--- src/rtl/decrypt_scheduler.sv ---
// Purpose : message-level scheduler routing a ciphertext byte stream to one of three decryptor lanes.
// Latency : an accepted byte appears on its lane one cycle later; mux select is registered alongside.
// Backpr. : ready_o drops from the cycle after TERM_CHAR (or truncation) until the lane drains + 1 flush cycle.
module decrypt_scheduler #(
  parameter int                 D_WIDTH   = 8,
  parameter logic [D_WIDTH-1:0] TERM_CHAR = 8'hFA,
  parameter int                 MAX_LEN   = 50,
  parameter int                 TIMEOUT   = 16
) (
  input  logic               clk,
  input  logic               rst_n,
  input  logic [1:0]         cfg_select_i,
  input  logic [D_WIDTH-1:0] data_i,
  input  logic               valid_i,
  output logic               ready_o,
  input  logic               busy0_i,
  input  logic               busy1_i,
  input  logic               busy2_i,
  output logic [D_WIDTH-1:0] data0_o,
  output logic [D_WIDTH-1:0] data1_o,
  output logic [D_WIDTH-1:0] data2_o,
  output logic               valid0_o,
  output logic               valid1_o,
  output logic               valid2_o,
  output logic [1:0]         mux_select_o,
  output logic               busy_o,
  output logic               err_o
);

  // Scheduler states; DISCARD swallows a message whose selection was invalid.
  localparam logic [2:0] S_IDLE    = 3'd0;
  localparam logic [2:0] S_STREAM  = 3'd1;
  localparam logic [2:0] S_WAIT    = 3'd2;
  localparam logic [2:0] S_DRAIN   = 3'd3;
  localparam logic [2:0] S_FLUSH   = 3'd4;
  localparam logic [2:0] S_DISCARD = 3'd5;

  localparam logic [1:0] SEL_INVALID = 2'd3;
  localparam logic [7:0] MAX_LEN_C   = 8'(MAX_LEN);
  localparam logic [7:0] TMO_LAST_C  = 8'(TIMEOUT - 1);

  logic [2:0]              state_q, state_d;
  logic [1:0]              active_sel_q, active_sel_d;
  logic [1:0]              mux_sel_q, mux_sel_d;
  logic [7:0]              byte_cnt_q, byte_cnt_d;
  logic [7:0]              tmo_cnt_q, tmo_cnt_d;
  logic                    err_q, err_d;
  logic [2:0]              lane_vld_q, lane_vld_d;
  logic [2:0][D_WIDTH-1:0] lane_dat_q, lane_dat_d;

  logic                    fwd;
  logic [1:0]              fwd_sel;
  logic                    sel_busy;
  logic                    is_term;
  logic [7:0]              cnt_inc;

  // Only the lane owning the current message may influence draining.
  always_comb begin
    sel_busy = 1'b0;
    case (active_sel_q)
      2'd0:    sel_busy = busy0_i;
      2'd1:    sel_busy = busy1_i;
      2'd2:    sel_busy = busy2_i;
      default: sel_busy = 1'b0;
    endcase
  end

  assign ready_o = (state_q == S_IDLE) || (state_q == S_STREAM) || (state_q == S_DISCARD);
  assign busy_o  = (state_q != S_IDLE);
  assign is_term = (data_i == TERM_CHAR);
  // Byte counter saturates so a stuck stream can never wrap it back below MAX_LEN.
  assign cnt_inc = (byte_cnt_q >= MAX_LEN_C) ? MAX_LEN_C : byte_cnt_q + 8'd1;

  // Next-state, forwarding decision and error aggregation.
  always_comb begin
    state_d      = state_q;
    active_sel_d = active_sel_q;
    mux_sel_d    = mux_sel_q;
    byte_cnt_d   = byte_cnt_q;
    tmo_cnt_d    = tmo_cnt_q;
    fwd          = 1'b0;
    fwd_sel      = active_sel_q;
    // A byte offered while not ready is lost; every error source ORs into one pulse.
    err_d        = valid_i && !ready_o;

    case (state_q)
      S_IDLE: begin
        if (valid_i) begin
          active_sel_d = cfg_select_i;
          byte_cnt_d   = 8'd1;
          if (cfg_select_i == SEL_INVALID) begin
            err_d   = 1'b1;
            state_d = S_DISCARD;
          end else begin
            fwd       = 1'b1;
            fwd_sel   = cfg_select_i;
            mux_sel_d = cfg_select_i;
            if (is_term) begin
              state_d   = S_WAIT;
              tmo_cnt_d = 8'd0;
            end else begin
              state_d = S_STREAM;
            end
          end
        end
      end

      S_STREAM: begin
        if (valid_i) begin
          fwd        = 1'b1;
          byte_cnt_d = cnt_inc;
          if (is_term) begin
            state_d   = S_WAIT;
            tmo_cnt_d = 8'd0;
          end else if (cnt_inc == MAX_LEN_C) begin
            // Truncated message: the lane never sees TERM_CHAR for it.
            err_d     = 1'b1;
            state_d   = S_WAIT;
            tmo_cnt_d = 8'd0;
          end
        end
      end

      S_WAIT: begin
        if (sel_busy) begin
          state_d = S_DRAIN;
        end else if (tmo_cnt_q == TMO_LAST_C) begin
          err_d   = 1'b1;
          state_d = S_FLUSH;
        end else begin
          tmo_cnt_d = tmo_cnt_q + 8'd1;
        end
      end

      S_DRAIN: begin
        if (!sel_busy) state_d = S_FLUSH;
      end

      // One extra cycle so the last plaintext byte clears the registered output mux.
      S_FLUSH: state_d = S_IDLE;

      S_DISCARD: begin
        if (valid_i && is_term) state_d = S_IDLE;
      end

      default: state_d = S_IDLE;
    endcase
  end

  // Per-lane strobe/data: only the forwarded lane carries the byte, others stay zero.
  always_comb begin
    lane_vld_d = '0;
    lane_dat_d = '0;
    for (int i = 0; i < 3; i++) begin
      if (fwd && (fwd_sel == 2'(i))) begin
        lane_vld_d[i] = 1'b1;
        lane_dat_d[i] = data_i;
      end
    end
  end

  // State and output registers with synchronous active-low reset.
  always_ff @(posedge clk) begin
    if (!rst_n) begin
      state_q      <= S_IDLE;
      active_sel_q <= 2'd0;
      mux_sel_q    <= 2'd0;
      byte_cnt_q   <= 8'd0;
      tmo_cnt_q    <= 8'd0;
      err_q        <= 1'b0;
      lane_vld_q   <= '0;
      lane_dat_q   <= '0;
    end else begin
      state_q      <= state_d;
      active_sel_q <= active_sel_d;
      mux_sel_q    <= mux_sel_d;
      byte_cnt_q   <= byte_cnt_d;
      tmo_cnt_q    <= tmo_cnt_d;
      err_q        <= err_d;
      lane_vld_q   <= lane_vld_d;
      lane_dat_q   <= lane_dat_d;
    end
  end

  assign data0_o      = lane_dat_q[0];
  assign data1_o      = lane_dat_q[1];
  assign data2_o      = lane_dat_q[2];
  assign valid0_o     = lane_vld_q[0];
  assign valid1_o     = lane_vld_q[1];
  assign valid2_o     = lane_vld_q[2];
  assign mux_select_o = mux_sel_q;
  assign err_o        = err_q;

endmodule

--- config.mk ---
export PLATFORM = sky130hd
export DESIGN_NAME = decrypt_scheduler
export DESIGN_NICKNAME = d
export VERILOG_FILES = /design/src/rtl/decrypt_scheduler.sv
export SDC_FILE = /design/constraint.sdc
export NUM_CORES = 1
export LEC_CHECK = 0
export ABC_AREA = 1
export ABC_CLOCK_PERIOD_IN_PS = 1950
export BUFFER_PORTS_ARGS = -buffer_cell sky130_fd_sc_hd__clkbuf_2
export CAP_MARGIN = 10
export CORE_MARGIN = 2
export CORE_UTILIZATION = 30
export CTS_CLUSTER_DIAMETER = 50
export CTS_CLUSTER_SIZE = 40
export DETAILED_ROUTE_END_ITERATION = 6
export GPL_ROUTABILITY_DRIVEN = 0
export PLACE_DENSITY = 0.51
export SLEW_MARGIN = 0
export SYNTH_ARGS = -nofsm -noshare
export SYNTH_HDL_FRONTEND = slang
export SYNTH_SLANG_ARGS = --single-unit
--- constraint.sdc ---
create_clock -name clk -period 1.95 [get_ports clk]
set_clock_uncertainty 0.1 [all_clocks]
set_input_delay 0.195 -clock clk [delete_from_list [all_inputs] [get_ports clk]]
set_output_delay 0.195 -clock clk [all_outputs]
set_load 0.01 [all_outputs]
Yosys cells after proc, flatten, opt, wreduce, memory -nomap -nowiden
Cells that the tools add are included.
- register bits: 51
- bits in latches: 0
- memory bits (writable): 0
- bits in read-only memories: 0
- bits of input ports: 16
- output and inout bits: 32
- logic and storage cells: 101
- memories: 0
- add/sub/neg operators: 2
- multiply operators: 0
- div/mod/pow operators: 0
- order comparisons: 1
- eq/ne operators: 22
- shifts and indexed selects: 0
- multiplexer cells: 43
- bitwise logic cells: 1
- reductions and logical operators: 22
- operator list (kind ; count):
    2-to-1 mux 8 bit ; 11
    2-to-1 mux 3 bit ; 9
    case mux 8 bit (3 select lines) ; 1
    adder 8 x 1 -> 8 bit (second input constant) ; 2
    case mux 8 bit (2 select lines) ; 1
    case mux 3 bit (5 select lines) ; 1
    inequality test 2 bit (second input constant) ; 7
    2-to-1 mux 1 bit ; 13
    == test 8 x 4 -> 1 bit (second input constant) ; 1
    == test 8 x 6 -> 1 bit (second input constant) ; 1
    == test 8 bit (second input constant) ; 1
    >= comparator 8 x 6 -> 1 bit (second input constant) ; 1
    2-to-1 mux 2 bit ; 4
    AND reduction 2 bit ; 4
    AND reduction 8 bit ; 1
    == test 2 bit (second input constant) ; 3
    == test 3 x 2 -> 1 bit (second input constant) ; 2
    case mux 1 bit (3 select lines) ; 2
    AND reduction 3 bit ; 2
    AND reduction 6 bit ; 1
    nonzero test 3 bit ; 2
    logical AND 1 bit ; 5
    == test 2 x 1 -> 1 bit (second input constant) ; 2
    logical NOT 2 bit ; 2
    11 further kinds ; 12

Longest topological paths before layout
Gate-level depths: netlist (run 1).
- depth in word-level cells: 9
- depth in mapped cells: 14

Worst setup path before layout (run 1)
No wires, ideal clock.
- kind: register to register
- start point: reg byte_cnt_q[0]
- end point: reg state_q[0]
- setup time: 132 ps
- arrival time: 1501 ps
- path slack: 216 ps
- stages on the path, launching flop included: 14
- path buffers: 1
- clock period less this slack: 1734 ps
- cells stage by stage: dfxtp_1 -> inv_1 -> ha_1 -> nor2_1 -> nand2_2 -> nand2_2 -> nand2_2 -> a21oi_1 -> nor2_1 -> nand2_1 -> nand2_2 -> buf_6 -> nand3_1 -> a21oi_1
- longest elaborated chain between the ends: 5
- RTL lines (what ; RTL line ; source):
    start: declaration ; 45 ; logic [7:0] byte_cnt_q, byte_cnt_d;
    start signal: assignment ; 177 ; byte_cnt_q <= byte_cnt_d;
    adder 8 x 1 -> 8 bit / >= comparator 8 x 6 -> 1 bit (equally long branches) ; 72 ; assign cnt_inc = (byte_cnt_q >= MAX_LEN_C) ? MAX_LEN_C : byte_cnt_q + 8'd1;
    2-to-1 mux 8 bit (*) ; 72 ;
    == test 8 x 6 -> 1 bit (*) ; 115 ; end else if (cnt_inc == MAX_LEN_C) begin
    inequality test 3 x 2 -> 1 bit (no source line) (*) ; n/a ;
    AND reduction 6 bit (no source line) (*) ; n/a ;
    end signal: assignment ; 174 ; state_q <= state_d;
    end: declaration ; 42 ; logic [2:0] state_q, state_d;
Every way passes the cells marked *; elsewhere a longest branch is shown, timed or not.
A chain may end at the register's enable or synchronous reset.

Final worst setup path (run 1)
- start point: reg byte_cnt_q[0]
- end point: reg tmo_cnt_q[6]
- longest elaborated chain between the ends: 5
- RTL lines (what ; RTL line ; source):
    adder 8 x 1 -> 8 bit / >= comparator 8 x 6 -> 1 bit (equally long branches) ; 72 ;
    2-to-1 mux 8 bit (*) ; 72 ;
    == test 8 x 6 -> 1 bit (*) ; 115 ;
    inequality test 3 x 2 -> 1 bit (no source line) (*) ; n/a ;
    AND reduction 8 bit (no source line) (*) ; n/a ;
    end signal: assignment ; 178 ; tmo_cnt_q <= tmo_cnt_d;
    end: declaration ; 46 ; logic [7:0] tmo_cnt_q, tmo_cnt_d;
Marked as above.

==> flow_summary.json, run 1 <==
{
  "cts.sinks": 51,
  "syn_nets": 322,
  "synth_cells": 303,
  "wl_mm": 4.75,
  "antenna_found_initial": 0,
  "synth_common_cells": "nand2_1 (60), dfxtp_1 (51), nor2_1 (46), inv_1 (37)",
  "tightest_slew_ps": 446,
  "via_count": 1960,
  "cts_tree": "done",
  "dpl.hpwl_mm": 3.68,
  "area.growth.synth_to_final_pct": 22.5,
  "syn_avg_cell_area_um2": 7.64,
  "cap_violations": 0,
  "ys_ff_latch": 51,
  "dpl-instance-area_um2": 2680,
  "p_leak_nw": 1.33,
  "cts-buffers-inserted": 5,
  "setup-tns-final_ps": 0,
  "worst-path-max-fanout": 8,
  "cp.arrival_ps": 1890,
  "power_density_nw_per_um2": 1070,
  "vias_per_cell": 4.24,
  "yosysWarnings": 0,
  "worstHoldPathType": "in -> reg",
  "ys_top_cells_by_area": "dfxtp_1 (44%), nand2_1 (9.7%), nor2_1 (7.5%)",
  "cpPeakStageDelay_ps": 340,
  "final_nets": 378,
  "synth_top_area_cell": "dfxtp_1",
  "gr-total-overflow": 0,
  "critPathSlowestCell": "dfxtp_2",
  "die_x_um": 91.8,
  "row_count": 32,
  "synthFlopType": "dfxtp_1",
  "crit_chain": "buf_4 -> ha_2 -> nand2_1 -> inv_1 -> nand3b_1 -> nand2_1 -> nor2_1 -> nor2_1 -> nand2_2 -> nand2_4 -> nand2_8 -> nand2_1 -> a21oi_2",
  "clockBufferDepth": 2,
  "ir_drop_mv": 0.775,
  "finalCritPeriodShare_pct": 92.0,
  "synth_top_area_share_pct": 44.1,
  "firstDrtPassIters": 4,
  "design_area_um2": 2840,
  "fp.dieArea_um2": 8430,
  "synth_area_um2": 2310,
  "ios": 48,
  "synth-async-reset-ratio_pct": 0,
  "fill_cells": 836,
  "detail_route.wl_per_cell_um": 10.3,
  "drt-initial-drc-count": 52,
  "rsz0062_at_grt": "yes",
  "holdBufCountCts": 0,
  "critPathRequiredTime_ps": 2050,
  "grt_pass1_wl_mm": 8.19,
  "ant_nets": 0,
  "worstSetupStartpointType": "register",
  "synth_cell_types": 35,
  "max_slew_margin_pct": 70.2,
  "die_y_um": 91.8,
  "grt_pass1_vias": 1774,
  "synth_edf_count": 0,
  "grt_max_degree": 21,
  "clkLatencyLatePin_ps": 300,
  "crit_top_cell": "nand2_1",
  "outcome": "complete, no violations",
  "crit_type": "reg -> reg",
  "root_buffer": "clkbuf_8",
  "end_kind": "register",
  "report.final.slew_viol_count": 0,
  "fmax_ghz": 0.557,
  "htreeDepth": 2,
  "n_antenna_cell": 0,
  "io_buffers": 47,
  "setup_viol": 0,
  "fin_crit_ps": 1790,
  "grt_usage_pct": 11.7,
  "start_util_pct": 30.4,
  "drive_gt1_share_pct": 30.3,
  "seq_area_frac_synth_pct": 44.1,
  "hold_violations": 0,
  "clk_pin_slew_ps": 100,
  "drc": 0,
  "core_area_um2": 7610,
  "yosysMostFrequentCell": "nand2_1"
}
[cell type report]
cell class                 count  area, um^2  share of cell area (%)
multi-input combinational    207        1150                    40.6
sequential                    51        1020                    36.1
timing repair buffer          53         280                    9.89
inverter                      41         156                    5.52
tap                          102         128                    4.50
clock buffer                   5        68.8                    2.43
clock inverter                 3        28.8                    1.02
[layout by cell type (no fill, tap or decap), drive strengths merged]
cell	Yosys	final
nor3	6	6
clkbuf	2	52
clkinv	0	2
xnor2	1	1
xor2	3	3
nand4	1	1
a221oi	1	1
nand3b	2	2
o21ai	9	9
inv	41	42
o22ai	1	1
or2	1	1
dfxtp	51	51
nand2	68	69
ha	3	3
o21bai	1	1
nand3	23	23
a21oi	22	22
buf	3	6
a21boi	2	2
a211oi	1	1
nor3b	1	1
nor2	60	60
[flip-flops by register name, summed over array words and instances (netlist names)]
register and count:
byte_cnt_q 8, data0_o 8, tmo_cnt_q 8, active_sel_q 2, mux_select_o 2, err_o 1, data2_o 8, data1_o 8
lane_vld_q 3, state_q 3
[critical path, delay by kind of cell (launching register included)]
kind	cells	cell delay [ps]
AOI/OAI and AO/OA	1	50
adders and majority gates	1	190
DFF	1	340
buffers and inverters	2	180
and+or+nand+nor	9	830
[kinds of logic (layout without fill, tap and decap cells)]
logic type	count (synthesis)	in the layout	share of synthesized area, %
AND/OR/NAND/NOR	162	163	34.4
buffers and inverters	46	102	8.54
AO/OA/AOI/OAI	37	37	9.84
flip-flops	51	51	44.1
XOR/XNOR	4	4	1.51
adder cells (fa/ha/maj)	3	3	1.62
[repair_timing]
item / 4_1_cts / 5_1_grt
buffers inserted: 0 / 0
gates resized for setup: 0 / 17
endpoints found under the setup margin: 0 / 11
[per-stage QoR]
stage | power [mW] | worst slack (ps) | util (%) | instances | hold slack [ps]
after floorplan | 2.09 | 216 | - | 303 | 238
after CTS | 3.02 | 43.1 | 36.5 | 461 | 48.3
after global routing | 3.27 | -15.6 | 37.3 | 462 | 59.7
after global placement | 2.38 | 91.1 | 35.2 | 453 | 325
after detailed placement | 2.38 | 43.4 | 35.2 | 453 | 328
final | 3.02 | 156 | 37.3 | 462 | 54.9
[metal layers]
| layer | global-route usage (%) | part of all wire [%] | up-vias |
|---|---|---|---|
| met3 | 2.63 | 5.8 | 2 |
| met1 | 16.4 | 51 | 854 |
| met4 | 1.49 | 0.40 | 0 |
| met5 | 0 | 0 | - |
| met2 | 19.1 | 43 | 46 |
| li1 | - | - | 1058 |
[final timing paths]
check                start       endpoint  slack (ps)  cells after the start
min reg2reg  byte_cnt_q[7]  byte_cnt_q[7]         340                      2
max          byte_cnt_q[0]   tmo_cnt_q[6]         160                     13
max reg2reg  byte_cnt_q[0]   tmo_cnt_q[6]         160                     13
min              data_i[5]     data2_o[5]          50                      3
[power by group]
group / internal [mW] / switching (mW) / total (mW) / leakage [nW]
logic: 0.394 / 0.761 / 1.16 / 0.866
registers: 1.15 / 0.0758 / 1.23 / 0.414
clock network: 0.267 / 0.371 / 0.638 / 0.0502
total: 1.81 / 1.21 / 3.02 / 1.33
(Power assumes the default switching activity.)
==> run 2, diff against run 1 <==
--- a/config.mk
+++ b/config.mk
@@ -15,6 +15,7 @@
 export CTS_CLUSTER_SIZE = 40
 export DETAILED_ROUTE_END_ITERATION = 6
 export GPL_ROUTABILITY_DRIVEN = 0
+export HOLD_SLACK_MARGIN = 0.08
 export PLACE_DENSITY = 0.51
 export SLEW_MARGIN = 0
 export SYNTH_ARGS = -nofsm -noshare
==> flow_summary.json, run 2 (synthesis gave the netlist of run 1 again) <==
{
  "total_power_mw": 3.14,
  "cts_tree": "done",
  "hold_violations": 0,
  "report.final.slew_viol_count": 0,
  "cpPeakStageDelay_ps": 530,
  "drc": 0,
  "setup_viol": 0,
  "power_density_nw_per_um2": 1060,
  "vias_per_cell": 4.25,
  "p_leak_nw": 1.37,
  "grt_max_degree": 21,
  "row_count": 32,
  "layout_common_cells": "nand2_1 (56), dfxtp_1 (47), clkbuf_2 (47), nor2_1 (44), inv_1 (36)",
  "fill_cells": 835,
  "cts-buffers-inserted": 5,
  "ir_drop_mv": 0.654,
  "worst_path_dominant_cell_family": "simple AND/OR/NAND/NOR gates",
  "crit_type": "in -> reg",
  "clockBufferDepth": 2,
  "fp.dieArea_um2": 8430,
  "fin_cells": 472,
  "detail_route.wl_per_cell_um": 10.6,
  "post-cts-setup-buffers": 0,
  "post-route-util_pct": 39.0,
  "gr-total-overflow": 0,
  "rsz0062_at_grt": "yes",
  "antenna_found_initial": 0,
  "worstHoldPathType": "in -> reg",
  "firstDrtPassIters": 4,
  "place_inst": 453,
  "grt_pass1_wl_mm": 8.40,
  "critPathRequiredTime_ps": 2040,
  "n_antenna_cell": 0,
  "ios": 48,
  "grt_pass1_vias": 1844,
  "cp.arrival_ps": 1910,
  "htreeDepth": 2,
  "die_y_um": 91.8,
  "final_nets": 388,
  "cp.buffers_inverters": 2,
  "clk_pin_slew_ps": 100,
  "worstSetupStartpointType": "input port",
  "via_count": 2006,
  "hold_ws_ps": 93.9,
  "area.growth.synth_to_final_pct": 28.1,
  "die_x_um": 91.8,
  "finalCritPeriodShare_pct": 93.4,
  "tightest_slew_ps": 472,
  "start_util_pct": 30.4,
  "io_buffers": 47,
  "fin_crit_ps": 1820,
  "cap_violations": 0,
  "clkLatencyLatePin_ps": 300,
  "outcome": "complete, no violations",
  "fmax_ghz": 0.549,
  "grt_usage_pct": 12.0,
  "design_area_um2": 2960,
  "drive_gt1_share_pct": 31.1,
  "dpl-instance-area_um2": 2680,
  "core_area_um2": 7610,
  "layout.cells.most_common": "nand2_1",
  "max_slew_margin_pct": 68.3,
  "crit_chain": "dlygate4sd3_1 -> clkbuf_2 -> nand2_1 -> nor3_2 -> nand2_2 -> nand2_2 -> nand3_4 -> nor2_8 -> nand2_8 -> nand2_1 -> a21oi_1",
  "end_kind": "register",
  "worst-path-max-fanout": 8,
  "critPathSlowestCell": "dlygate4sd3_1",
  "wl_mm": 5.01,
  "rrSetupSlack_ps": 160,
  "ant_nets": 0,
  "dpl.hpwl_mm": 3.68,
  "cts.sinks": 51,
  "root_buffer": "clkbuf_8",
  "drt-initial-drc-count": 47
}
run 2: cell count changes in the layout (fill, tap and decap cells not counted), moves of 2 or more:
cell	change
nand2_2	+2
dfxtp_2	+2
dfxtp_1	-2
nand2_1	-2
dlygate4sd3_1	+9
run 2: power by group:
| part | leakage [nW] | switching (mW) | internal, mW | total, mW |
|---|---|---|---|---|
| combinational | 0.908 | 0.826 | 0.442 | 1.27 |
| clock | 0.0502 | 0.375 | 0.267 | 0.642 |
| sequential | 0.415 | 0.0757 | 1.16 | 1.23 |
run 2: metal layers:
metal | vias to the layer above | GRT usage [%] | part of all wire, %
li1 | 1082 | - | -
met4 | 0 | 1.49 | 0.38
met3 | 2 | 2.55 | 4.9
met5 | - | 0 | 0
met1 | 884 | 16.5 | 49
met2 | 38 | 19.9 | 45
run 2: path summary, 6_finish.rpt:
kind	from	end	cells past startpoint
setup / recovery	data_i[4]	tmo_cnt_q[0]	11
setup reg to reg	byte_cnt_q[0]	tmo_cnt_q[1]	13
hold reg to reg	byte_cnt_q[7]	byte_cnt_q[7]	2
hold / removal	valid_i	err_o	3
run 2: what timing repair did:
action,CTS,global route
hold endpoints to repair,23,0
gates resized for setup,0,23
hold buffers,9,0
endpoints found under the setup margin,0,11
run 2: area by class of cell:
| class | count | area [um^2] | area share, % |
|---|---|---|---|
| Multi-Input combinational cell | 208 | 1190 | 40.0 |
| Sequential cell | 51 | 1030 | 34.6 |
| Timing Repair Buffer | 62 | 370 | 12.5 |
| Inverter | 41 | 156 | 5.28 |
| Tap cell | 102 | 128 | 4.31 |
| Clock buffer | 5 | 68.8 | 2.32 |
| Clock inverter | 3 | 28.8 | 0.971 |
run 2: worst min-delay path, delay by kind of cell:
kind / cells / cell delay (ps)
AOI/OAI and AO/OA: 1 / 50
buffers and inverters: 1 / 120
and+or+nand+nor: 1 / 80
run 2: per-stage QoR:
step / setup TNS, ps / setup WS (ps)
after detailed placement: 0 / 43.4
after global routing: -71.1 / -22.5
after CTS: 0 / 27.6
after floorplan: 0 / 216
after global placement: 0 / 91.1
final: 0 / 129
